**config.mk**
```make
export PLATFORM = sky130hd
export DESIGN_NAME = comparador_magnitude_serial
export DESIGN_NICKNAME = d
export VERILOG_FILES = /design/src/rtl/comparador_pkg.sv /design/src/rtl/comparador_bit.sv /design/src/rtl/comparador_magnitude_serial.sv
export SDC_FILE = /design/constraint.sdc
export NUM_CORES = 1
export LEC_CHECK = 0
export ABC_AREA = 1
export CAP_MARGIN = 30
export CORE_ASPECT_RATIO = 1.75
export CORE_MARGIN = 3
export CORE_UTILIZATION = 45
export DETAILED_ROUTE_END_ITERATION = 16
export PLACE_DENSITY = 0.71
export REMOVE_ABC_BUFFERS = 1
export SETUP_SLACK_MARGIN = 0.4
export SYNTH_ARGS = -nofsm -noshare
export SYNTH_HDL_FRONTEND = slang
export SYNTH_HIERARCHICAL = 1
export SYNTH_SLANG_ARGS = --single-unit
```
**constraint.sdc**
```tcl
create_clock -name clk -period 1.3 [get_ports clk]
set_clock_uncertainty 0.1 [all_clocks]
set_input_delay 0.26 -clock clk [delete_from_list [all_inputs] [get_ports clk]]
set_output_delay 0.26 -clock clk [all_outputs]
set_load 0.02 [all_outputs]
```
**src/rtl/comparador_pkg.sv**
```systemverilog
// Shared definitions for the bit-serial magnitude comparator:
// FSM state encoding, result codes and the bit-counter width helper.
package comparador_pkg;

  typedef enum logic {
    ST_IDLE    = 1'b0,
    ST_COMPARA = 1'b1
  } state_t;

  // Result codes carried while a comparison is in flight.
  localparam logic [1:0] RES_NONE = 2'd0;
  localparam logic [1:0] RES_EQ   = 2'd1;
  localparam logic [1:0] RES_GT   = 2'd2;
  localparam logic [1:0] RES_LT   = 2'd3;

  // Bits needed to hold the counter value WIDTH-1 (never less than one bit).
  function automatic int cnt_width(input int width);
    return (width > 2) ? $clog2(width) : 1;
  endfunction

endpackage

```
**src/rtl/comparador_bit.sv**
```systemverilog
// Single-bit comparison cell: reports whether the two bits differ and, if so,
// whether A wins. In signed mode the sign bit has inverted sense.
module comparador_bit (
  input  logic a_bit,
  input  logic b_bit,
  input  logic is_sign,
  input  logic signed_mode,
  output logic differ,
  output logic a_greater
);

  logic w_invert;

  assign w_invert  = is_sign & signed_mode;
  assign differ    = a_bit ^ b_bit;
  // A sign bit of 1 means a negative value, so A is smaller there.
  assign a_greater = w_invert ? (~a_bit & b_bit) : (a_bit & ~b_bit);

endmodule

```
**src/rtl/comparador_magnitude_serial.sv**
```systemverilog
// Bit-serial MSB-first magnitude comparator.
// Optional build macro EARLY_EXIT_EN: stop on the first differing bit instead
// of always walking all WIDTH bits (flag values are the same either way).
module comparador_magnitude_serial
  import comparador_pkg::*;
#(
  parameter int WIDTH  = 8,
  parameter int SIGNED = 0
) (
  input  logic             clk,
  input  logic             rst,
  input  logic             start,
  input  logic [WIDTH-1:0] a,
  input  logic [WIDTH-1:0] b,
  output logic             busy,
  output logic             done,
  output logic             aeqb,
  output logic             agtb,
  output logic             altb
);

  localparam int            CW       = cnt_width(WIDTH);
  localparam logic [CW-1:0] CNT_LOAD = CW'(WIDTH - 1);

  state_t           r_state;
  state_t           w_state_next;
  logic [WIDTH-1:0] r_a;
  logic [WIDTH-1:0] r_b;
  logic [CW-1:0]    r_cnt;
  logic             r_decided;
  logic [1:0]       r_res;
  logic             r_done;
  logic             r_aeqb;
  logic             r_agtb;
  logic             r_altb;

  logic             w_busy;
  logic             w_load;
  logic             w_terminate;
  logic             w_differ;
  logic             w_a_greater;
  logic             w_is_sign;
  logic             w_last;
  logic             w_stop;
  logic             w_signed_mode;
  logic [1:0]       w_bit_res;
  logic [1:0]       w_final_res;

  assign w_signed_mode = (SIGNED != 0);
  // The sign bit is examined on the first COMPARA cycle, while the counter is still full.
  assign w_is_sign     = (r_cnt == CNT_LOAD);
  assign w_last        = (r_cnt == '0);
  assign w_bit_res     = w_a_greater ? RES_GT : RES_LT;
  // A decision already taken wins over anything seen in later bits.
  assign w_final_res   = r_decided ? r_res : (w_differ ? w_bit_res : RES_EQ);

`ifdef EARLY_EXIT_EN
  assign w_stop = w_last | w_differ | r_decided;
`else
  assign w_stop = w_last;
`endif

  comparador_bit u_bit (
    .a_bit       (r_a[WIDTH-1]),
    .b_bit       (r_b[WIDTH-1]),
    .is_sign     (w_is_sign),
    .signed_mode (w_signed_mode),
    .differ      (w_differ),
    .a_greater   (w_a_greater)
  );

  // State register.
  always_ff @(posedge clk or posedge rst) begin
    if (rst) r_state <= ST_IDLE;
    else     r_state <= w_state_next;
  end

  // Next-state and control decode; start is only honoured in IDLE.
  always_comb begin
    w_state_next = r_state;
    w_busy       = 1'b0;
    w_load       = 1'b0;
    w_terminate  = 1'b0;
    case (r_state)
      ST_IDLE: begin
        if (start) begin
          w_load       = 1'b1;
          w_state_next = ST_COMPARA;
        end
      end
      ST_COMPARA: begin
        w_busy = 1'b1;
        if (w_stop) begin
          w_terminate  = 1'b1;
          w_state_next = ST_IDLE;
        end
      end
      default: w_state_next = ST_IDLE;
    endcase
  end

  // Operand shift registers, bit counter and sticky decision.
  always_ff @(posedge clk or posedge rst) begin
    if (rst) begin
      r_a       <= '0;
      r_b       <= '0;
      r_cnt     <= '0;
      r_decided <= 1'b0;
      r_res     <= RES_NONE;
    end else if (w_load) begin
      r_a       <= a;
      r_b       <= b;
      r_cnt     <= CNT_LOAD;
      r_decided <= 1'b0;
      r_res     <= RES_NONE;
    end else if (r_state == ST_COMPARA) begin
      r_a <= {r_a[WIDTH-2:0], 1'b0};
      r_b <= {r_b[WIDTH-2:0], 1'b0};
      if (!w_last) r_cnt <= r_cnt - CW'(1);
      if (!r_decided && w_differ) begin
        r_decided <= 1'b1;
        r_res     <= w_bit_res;
      end
    end
  end

  // Result flags and done pulse, updated only on the terminating edge.
  always_ff @(posedge clk or posedge rst) begin
    if (rst) begin
      r_done <= 1'b0;
      r_aeqb <= 1'b0;
      r_agtb <= 1'b0;
      r_altb <= 1'b0;
    end else begin
      r_done <= w_terminate;
      if (w_terminate) begin
        r_aeqb <= (w_final_res == RES_EQ);
        r_agtb <= (w_final_res == RES_GT);
        r_altb <= (w_final_res == RES_LT);
      end
    end
  end

  assign busy = w_busy;
  assign done = r_done;
  assign aeqb = r_aeqb;
  assign agtb = r_agtb;
  assign altb = r_altb;

endmodule

```
==> flow_summary.json, run 1 <==
{
  "total_power_mw": 3.90,
  "fin_area_sq_um": 1890,
  "outcome": "finished, final reports clean",
  "synth_cells": 157,
  "place.gp.congestion": 0.848,
  "overflow": 0,
  "dieWidth_microns": 45.9,
  "clkTransAtPathRegs_ns": 0.09,
  "crit_path_end_kind": "flop",
  "areaGrowthSynthToFinish_pct": 50.8,
  "crit_path_top_delay_cell": "dfrtp_1",
  "start_util_pct": 48.6,
  "yosys_warnings": 6,
  "diodes": 0,
  "final.period_utilization_pct": 99.9,
  "core_sq_um": 2580,
  "dp_hpwl_microns": 1920,
  "synth_compound_area_share_pct": 2.19,
  "rows": 24,
  "ys_ff_latch": 26,
  "viasPerCell": 5.07,
  "num_io_pins": 24,
  "drc_errors": 0,
  "gr-usage-all-layers_pct": 18.0,
  "cp_max_fo": 7,
  "antenna_found_initial": 0,
  "preCtsSetupSlack_ns": -0.178,
  "htreeDepth": 1,
  "die_h_microns": 75.9,
  "fin_nets": 231,
  "yosys.area_share.simple_pct": 34.2,
  "path_cells": "buf_6 -> buf_12 -> buf_8 -> nand3_4 -> nand2_1 -> nand2_1 -> nand2_1",
  "drive_gt1_share_pct": 25.7,
  "power_density_nw_per_um2": 2060,
  "mostFrequentLayoutCells": "nand2_1, dfrtp_1, nand3_1, clkdlybuf4s50_1, buf_4",
  "cts_tree": "done",
  "crit_buf_inv": 3,
  "cts.sinks": 26,
  "instances_no_fill": 232,
  "drv_cap": 0,
  "critPathMaxStageDelay_ns": 0.40,
  "clockRootBuffer": "clkbuf_8",
  "rsz0062_at_grt": "true",
  "numCtsBuffers": 3,
  "finalSetupTns_ns": 0,
  "insertion_delay_ns": 0.27,
  "synth_cell_type_count": 16,
  "crit_family": "flip-flops",
  "grt_max_degree": 27,
  "seq_area_frac_synth_pct": 51.8,
  "route.vias.total": 1176,
  "port_buffers": 23,
  "synth_top_family_by_area": "simple AND/OR/NAND/NOR gates",
  "wl_per_cell_microns": 12.4,
  "timing.final.ws_setup_ns": 0.00192,
  "drtAntennaViolNets": 0,
  "dpl_cell_area_sq_um": 1600,
  "drt-total-wl_microns": 2880,
  "synth-adder-area-share_pct": 4.99,
  "hold_class": "in2async",
  "drt_iter0_markers": 32,
  "clk_path_buf_depth": 2,
  "dieArea_sq_um": 3480,
  "grt_pass1_vias": 1117,
  "avgSynthCellArea_sq_um": 7.99,
  "grt_first_pass_wirelength_microns": 4630,
  "slew_violations": 0,
  "holdWs_ns": 0.205,
  "firstDrtPassIters": 4,
  "dp.cells": 214,
  "cp-start-kind": "flop",
  "cp_data_required_time_ns": 1.37,
  "arrival_ns": 1.37,
  "fin_util_pct": 73.3,
  "syn_area_sq_um": 1250,
  "fin_crit_ns": 1.30,
  "cpMostUsedCell": "nand2_1",
  "hold_violations": 0,
  "p_leak_nw": 0.989,
  "worstSetupPathType": "reg2reg",
  "final_common_cell": "nand2_1",
  "ir_worst_vdd_mv": 1.30,
  "muxShareOfSynthArea_pct": 0,
  "setup_viol": 0,
  "max_clock_freq_mhz": 770,
  "synthXorXnorAreaFrac_pct": 0
}
path summary, 6_finish.rpt:
check	startpoint	slack, ns	cells after the start	endpoint
min in group clk	start	0.34	4	r_a[0]
setup reg to reg	r_state	0.002	7	r_cnt[1]
max in group asynchronous	rst	0.74	3	r_a[1]
setup / recovery	r_state	0.002	7	r_cnt[1]
hold reg to reg	r_a[6]	0.40	2	r_a[7]
hold / removal	rst	0.20	3	r_b[5]
cells by family after synthesis:
logic type | count (synthesis)
buffers and inverters | 18
other | 1
adders and majority gates | 5
AOI/OAI and AO/OA | 5
DFF | 26
and+or+nand+nor | 102
synthesized netlist by cell type (all sizes together):
cell type / count / area share [%]
ha: 5 / 5.0
nand2: 72 / 22
dfrtp: 26 / 52
a21oi: 1 / 0.40
buf: 4 / 2.3
conb: 1 / 0.30
inv: 14 / 4.2
o21ai: 3 / 1.2
nand3: 19 / 8.6
nor2: 11 / 3.9
o211ai: 1 / 0.60
where the power goes:
part	switching [mW]	internal [mW]	leakage, nW	total, mW
Sequential	0.220	1.13	0.332	1.35
Combinational	0.897	0.985	0.622	1.88
Clock	0.261	0.412	0.0357	0.673
Total	1.38	2.53	0.989	3.90
what timing repair did:
action	in CTS	in global routing
buffers inserted	7	6
hold buffers	0	0
pin swaps	5	7
endpoints found under the setup margin	31	31
gates cloned	1	0
gates resized for setup	43	17
layer usage:
metal  up-vias  global-route usage (%)  wire length, microns
met2        36                    32.1                  1580
met1       554                    20.7                  1120
met4         0                    7.28                    44
met5         -                       0                     0
met3         5                    2.60                   138
li1        581                       -                     -
state kept, by name, indices dropped and copies added, names as in the netlist:
register,flops
r_state,1
r_res,1
r_a,8
r_decided,1
altb,1
done,1
aeqb,1
r_cnt,3
r_b,8
agtb,1
layout make-up:
type,instances,area (sq um)
timing repair buffer,48,509
tap,26,32.5
fill,194,689
clock inverter,1,30.0
inverter,14,52.6
clock buffer,3,41.3
multi-input combinational,114,577
sequential,26,651
worst reg2reg max path, delay by kind of cell (launching register included):
kind | cells | cell delay, ns
and+or+nand+nor | 4 | 0.31
buffers and inverters | 3 | 0.39
DFF | 1 | 0.40
Power figures use the tool's default switching activity.
==> run 2: changes to the inputs <==
--- a/config.mk
+++ b/config.mk
@@ -7,10 +7,13 @@
 export LEC_CHECK = 0
 export ABC_AREA = 1
 export CAP_MARGIN = 30
+export CELL_PAD_IN_SITES_DETAIL_PLACEMENT = 2
+export CELL_PAD_IN_SITES_GLOBAL_PLACEMENT = 2
 export CORE_ASPECT_RATIO = 1.75
 export CORE_MARGIN = 3
-export CORE_UTILIZATION = 45
+export CORE_UTILIZATION = 26
 export DETAILED_ROUTE_END_ITERATION = 16
+export HOLD_SLACK_MARGIN = 0.15
 export PLACE_DENSITY = 0.71
 export REMOVE_ABC_BUFFERS = 1
 export SETUP_SLACK_MARGIN = 0.4
==> run 2 against run 1 <==
Net effect: the flow now finishes with violations (setup timing); final area rose by 12%; maximum frequency fell by 0.39%; hold slack improved by 0.0091 ns; wire length rose by 43%; cell count rose by 9.9%; register-to-register slack barely moved; sequential cell count did not move; die area rose by 64%; critical path depth did not move; first-iteration DRC count fell by 31%; non-clock buffer count fell by 2; largest cell class is now multi-input gates.
==> flow_summary.json, run 2 (same netlist as run 1, synthesis figures left out) <==
{
  "critPathLaunch": "r_a[7]",
  "drt_iter0_markers": 22,
  "p_leak_nw": 1.17,
  "power_density_nw_per_um2": 2040,
  "cts_tree": "done",
  "arrival_ns": 1.42,
  "drt-total-wl_microns": 4120,
  "grt_pass1_vias": 1416,
  "cp_data_required_time_ns": 1.42,
  "fin_nets": 229,
  "p_comb_share_pct": 50.4,
  "rsz0062_at_grt": "true",
  "final_common_cell": "nand2_1",
  "crit_path_end_kind": "flop",
  "route.vias.total": 1195,
  "cp_max_fo": 3,
  "viasPerCell": 4.69,
  "die_h_microns": 97.9,
  "p_clk_share_pct": 15.9,
  "overflow": 0,
  "switchingPower_mw": 1.73,
  "rrSetupSlack_ns": -0.003,
  "timing.final.ws_setup_ns": -0.00319,
  "clockRootBuffer": "clkbuf_8",
  "setup_viol": 1,
  "p_sw_share_pct": 40.1,
  "num_io_pins": 24,
  "fin_crit_ns": 1.30,
  "hold_class": "in2async",
  "start_util_pct": 27.7,
  "cp-start-kind": "flop",
  "diodes": 0,
  "hold_violations": 0,
  "max_clock_freq_mhz": 767,
  "final.period_utilization_pct": 100,
  "wl_per_cell_microns": 16.1,
  "drtAntennaViolNets": 0,
  "drc_errors": 0,
  "port_buffers": 23,
  "worstReg2RegEnd": "agtb",
  "insertion_delay_ns": 0.27,
  "drv_cap": 0,
  "rows": 32,
  "place.gp.congestion": 0.735,
  "dieArea_sq_um": 5730,
  "htreeDepth": 1,
  "outcome": "finished, violations left",
  "endpoint": "agtb",
  "violations": "setup timing",
  "antenna_found_initial": 0,
  "worstSetupPathType": "reg2reg",
  "mostFrequentLayoutCells": "nand2_1, dfrtp_1, clkdlybuf4s50_1",
  "clk_path_buf_depth": 2,
  "fill_cells": 489,
  "dieWidth_microns": 58.5,
  "dpl_cell_area_sq_um": 1650,
  "drive_gt1_share_pct": 43.6,
  "grt_max_degree": 27,
  "worst_r2r_path_depth": 7,
  "slew_violations": 0,
  "dp_hpwl_microns": 2660,
  "ir_worst_vdd_mv": 0.968,
  "numCtsBuffers": 3,
  "internal_power_mw": 2.59,
  "firstDrtPassIters": 3,
  "fin_util_pct": 46.7,
  "fin_area_sq_um": 2110,
  "cts.sinks": 26,
  "core_sq_um": 4520,
  "areaGrowthSynthToFinish_pct": 68.4,
  "reg_top3": "r_a: 8 flops, r_b: 8 flops, r_cnt: 3 flops",
  "power_frac_seq_pct": 33.7,
  "grt_first_pass_wirelength_microns": 7040,
  "gr-usage-all-layers_pct": 15.9,
  "clkTransAtPathRegs_ns": 0.10,
  "timing.rr.start": "r_a[7]"
}
==> run 2: changes by cell type in the layout (fill, tap and decap cells not counted), sizes merged <==
cell,delta
buf,-1
bufbuf,-1
dlygate4sd2,+1
dlymetal6s2s,-1
==> run 2: worst max-delay path: stages, from the launching register on <==
cell and delay [ns]:
dfrtp_2 0.45, inv_2 0.08, ha_4 0.20, inv_6 0.07
nand2_4 0.05, o21ai_1 0.15, nand2_1 0.08, nand2_1 0.06
==> run 2: final cells by class <==
type	count	area (sq um)	area share (%)
Clock buffer	3	41.3	1.95
Clock inverter	1	30.0	1.42
Inverter	14	57.6	2.72
Multi-Input combinational cell	114	807	38.2
Sequential cell	26	653	30.9
Tap cell	51	63.8	3.02
Timing Repair Buffer	46	460	21.8
==> run 2: stage by stage <==
| step | setup TNS, ns | setup slack, ns | power (mW) | hold WS, ns | std cells |
|---|---|---|---|---|---|
| after floorplan | -4.13 | -0.338 | 2.14 | 0.200 | 154 |
| after global placement | -2.30 | -0.137 | 2.74 | 0.377 | 241 |
| after detailed placement | -3.74 | -0.203 | 2.85 | 0.373 | 241 |
| after CTS | -0.0881 | -0.0876 | 4.04 | 0.220 | 251 |
| after global routing | -0.436 | -0.0712 | 4.68 | 0.238 | 255 |
| final | -0.00319 | -0.00319 | 4.31 | 0.214 | 255 |
==> run 2: worst min-delay path by stage <==
stage / endpoint / from / slack (ns)
finish: r_cnt[0] / rst / 0.21
global route: r_b[2] / rst / 0.24
CTS: r_b[0] / rst / 0.22
detailed placement: r_b[0] / r_b[0] / 0.37
global placement: r_b[5] / r_b[4] / 0.38
floorplan: aeqb / rst / 0.20
==> run 2: power groups by stage <==
stage	Sequential, mW	Combinational [mW]	Clock [mW]
finish	1.46	2.18	0.684
global route	1.51	2.42	0.743
CTS	1.42	1.92	0.705
detailed placement	1.35	1.49	0
global placement	1.33	1.41	0
floorplan	1.42	0.721	0
==> run 2: per-layer routing <==
layer,up-vias,wire length (microns),global-route usage [%]
met1,602,1610,18.5
li1,575,-,-
met4,0,68,4.82
met3,4,81,1.85
met5,-,0,0
met2,14,2360,29.1
==> run 2: timing repair <==
item / 4_1_cts / 5_1_grt
cloned: 2 / 0
pin swaps: 22 / 8
resized for setup: 91 / 26
hold buffers: 0 / 0
buffers inserted: 4 / 4
endpoints found under the setup margin: 31 / 31
==> run 3: changes to the inputs <==
--- a/config.mk
+++ b/config.mk
@@ -11,10 +11,10 @@
 export CELL_PAD_IN_SITES_GLOBAL_PLACEMENT = 2
 export CORE_ASPECT_RATIO = 1.75
 export CORE_MARGIN = 3
-export CORE_UTILIZATION = 26
+export CORE_UTILIZATION = 29
 export DETAILED_ROUTE_END_ITERATION = 16
 export HOLD_SLACK_MARGIN = 0.15
-export PLACE_DENSITY = 0.71
+export PLACE_DENSITY = 0.75
 export REMOVE_ABC_BUFFERS = 1
 export SETUP_SLACK_MARGIN = 0.4
 export SYNTH_ARGS = -nofsm -noshare
==> constraint.sdc (replaced) <==
create_clock -name clk -period 1.2 [get_ports clk]
set_clock_uncertainty 0.1 [all_clocks]
set_input_delay 0.24 -clock clk [delete_from_list [all_inputs] [get_ports clk]]
set_output_delay 0.24 -clock clk [all_outputs]
set_load 0.02 [all_outputs]
==> run 3 against run 2 <==
Net effect: largest power group unchanged; cell count did not move; the run still ends with setup timing left; critical path type unchanged; wire length rose by 22%; core utilization rose by 5.4 points; die area fell by 9.5%.
==> flow_summary.json, run 3 (same netlist as run 1, synthesis figures left out) <==
{
  "outcome": "finished, violations left",
  "violations": "setup timing",
  "critPathMaxStageDelay_ns": 0.42,
  "route.vias.total": 1242,
  "reg_top3": "r_a: 8 flops, r_b: 8 flops, r_cnt: 3 flops",
  "multi_input_area_sq_um": 815,
  "clkTransAtPathRegs_ns": 0.10,
  "finalSetupTns_ns": -1.99,
  "grt_first_pass_wirelength_microns": 7000,
  "ir_worst_vdd_mv": 1.27,
  "p_leak_nw": 1.21,
  "worstSetupPathType": "reg2reg",
  "crit_path_top_delay_cell": "dfrtp_1",
  "antenna_found_initial": 0,
  "drt-total-wl_microns": 5030,
  "insertion_delay_ns": 0.28,
  "numCtsBuffers": 3,
  "crit_family": "flip-flops",
  "port_buffers": 23,
  "hold_class": "in2async",
  "place.gp.congestion": 0.730,
  "drt_iter0_markers": 15,
  "cts_tree": "done",
  "register_area_sq_um": 652,
  "instances_no_fill": 255,
  "dieArea_sq_um": 5180,
  "fill_cells": 428,
  "grt_max_degree": 27,
  "htreeDepth": 1,
  "preCtsSetupSlack_ns": -0.292,
  "drtAntennaViolNets": 0,
  "arrival_ns": 1.45,
  "cts.sinks": 26,
  "firstDrtPassIters": 4,
  "rrSetupSlack_ns": -0.17,
  "grt_pass1_vias": 1390,
  "dp.cells": 242,
  "setup_viol": 24,
  "crit_buf_inv": 2,
  "clockRootBuffer": "clkbuf_8",
  "hold_violations": 0,
  "total_power_mw": 5.08,
  "fin_util_pct": 52.1,
  "fin_crit_ns": 1.37,
  "clk_path_buf_depth": 2,
  "core_sq_um": 4150,
  "rsz0062_at_grt": "true",
  "dieWidth_microns": 55.7,
  "fin_nets": 231,
  "worstReg2RegEnd": "r_a[1]",
  "final_common_cell": "nand2_1",
  "timing.rr.start": "r_state",
  "power_density_nw_per_um2": 2350,
  "start_util_pct": 30.2,
  "cpMostUsedCell": "buf_12",
  "critPathLaunch": "r_state",
  "dp_hpwl_microns": 2860,
  "areaGrowthSynthToFinish_pct": 72.3,
  "cts_hold_buf": 0,
  "cp-start-kind": "flop",
  "final.period_utilization_pct": 114,
  "slew_violations": 0,
  "worst_r2r_path_depth": 5,
  "wl_per_cell_microns": 19.7,
  "drv_cap": 0,
  "fin_area_sq_um": 2160,
  "path_cells": "buf_12 -> nor2_4 -> buf_12 -> nand2_4 -> o211ai_1",
  "max_clock_freq_mhz": 730,
  "die_h_microns": 93.0,
  "mostFrequentLayoutCells": "nand2_1, dfrtp_1, clkdlybuf4s50_1",
  "holdWs_ns": 0.188,
  "overflow": 0,
  "timing.final.ws_setup_ns": -0.170,
  "drive_gt1_share_pct": 43.7,
  "drc_errors": 0,
  "cp_max_fo": 8,
  "dpl_cell_area_sq_um": 1670,
  "diodes": 0,
  "crit_path_end_kind": "flop",
  "rows": 31,
  "gr-usage-all-layers_pct": 17.3,
  "viasPerCell": 4.87,
  "num_io_pins": 24,
  "cp_data_required_time_ns": 1.28
}
-- run 3: cell count changes in the layout (fill, tap and decap cells not counted), moves of 2 or more --
cell / previous run / this run
nand2_2: 8 / 5
o21ai_1: 2 / 0
buf_6: 11 / 9
nand2_4: 12 / 14
nand3_1: 3 / 5
buf_12: 2 / 4
buf_4: 13 / 15
-- run 3: worst reg2reg max path: stages, from the launching register on --
cell      delay, ns
dfrtp_1        0.42
buf_12         0.15
nor2_4         0.23
buf_12         0.19
nand2_4        0.06
o211ai_1       0.12
-- run 3: power by group --
group	switching (mW)	leakage [nW]	internal (mW)
Clock	0.308	0.0357	0.447
Combinational	1.42	0.841	1.28
Sequential	0.403	0.330	1.22
-- run 3: per-layer routing --
layer / wire [microns] / part of all wire, % / global-route usage (%) / up-vias
met5: 0 / 0 / 0 / -
met4: 103 / 2.0 / 4.46 / 0
met3: 109 / 2.2 / 1.93 / 8
met2: 2970 / 59 / 33.2 / 22
met1: 1850 / 37 / 19.7 / 631
li1: - / - / - / 581
-- run 3: layout make-up --
type | count | share of cell area, %
Multi-Input combinational cell | 114 | 37.7
Sequential cell | 26 | 30.2
Timing Repair Buffer | 48 | 23.3
Tap cell | 49 | 2.84
Inverter | 14 | 2.78
Clock buffer | 3 | 1.91
Clock inverter | 1 | 1.39
-- run 3: what timing repair did --
action / CTS / global route
endpoints found under the setup margin: 31 / 31
setup buffers: 3 / 5
pin swaps: 5 / 19
gates resized for setup: 66 / 51
cloned: 0 / 1
-- run 3: how the worst max path moves through the flow --
stage          endpoint  slack [ns]  cells after the start
4_1_cts            altb       -0.11                      9
2_1_floorplan  r_cnt[1]       -0.44                      4
6_report         r_a[1]       -0.17                      5
5_1_grt        r_cnt[0]       -0.24                      6
3_3_place_gp     r_a[1]       -0.19                      5
3_5_place_dp   r_cnt[0]       -0.29                      5
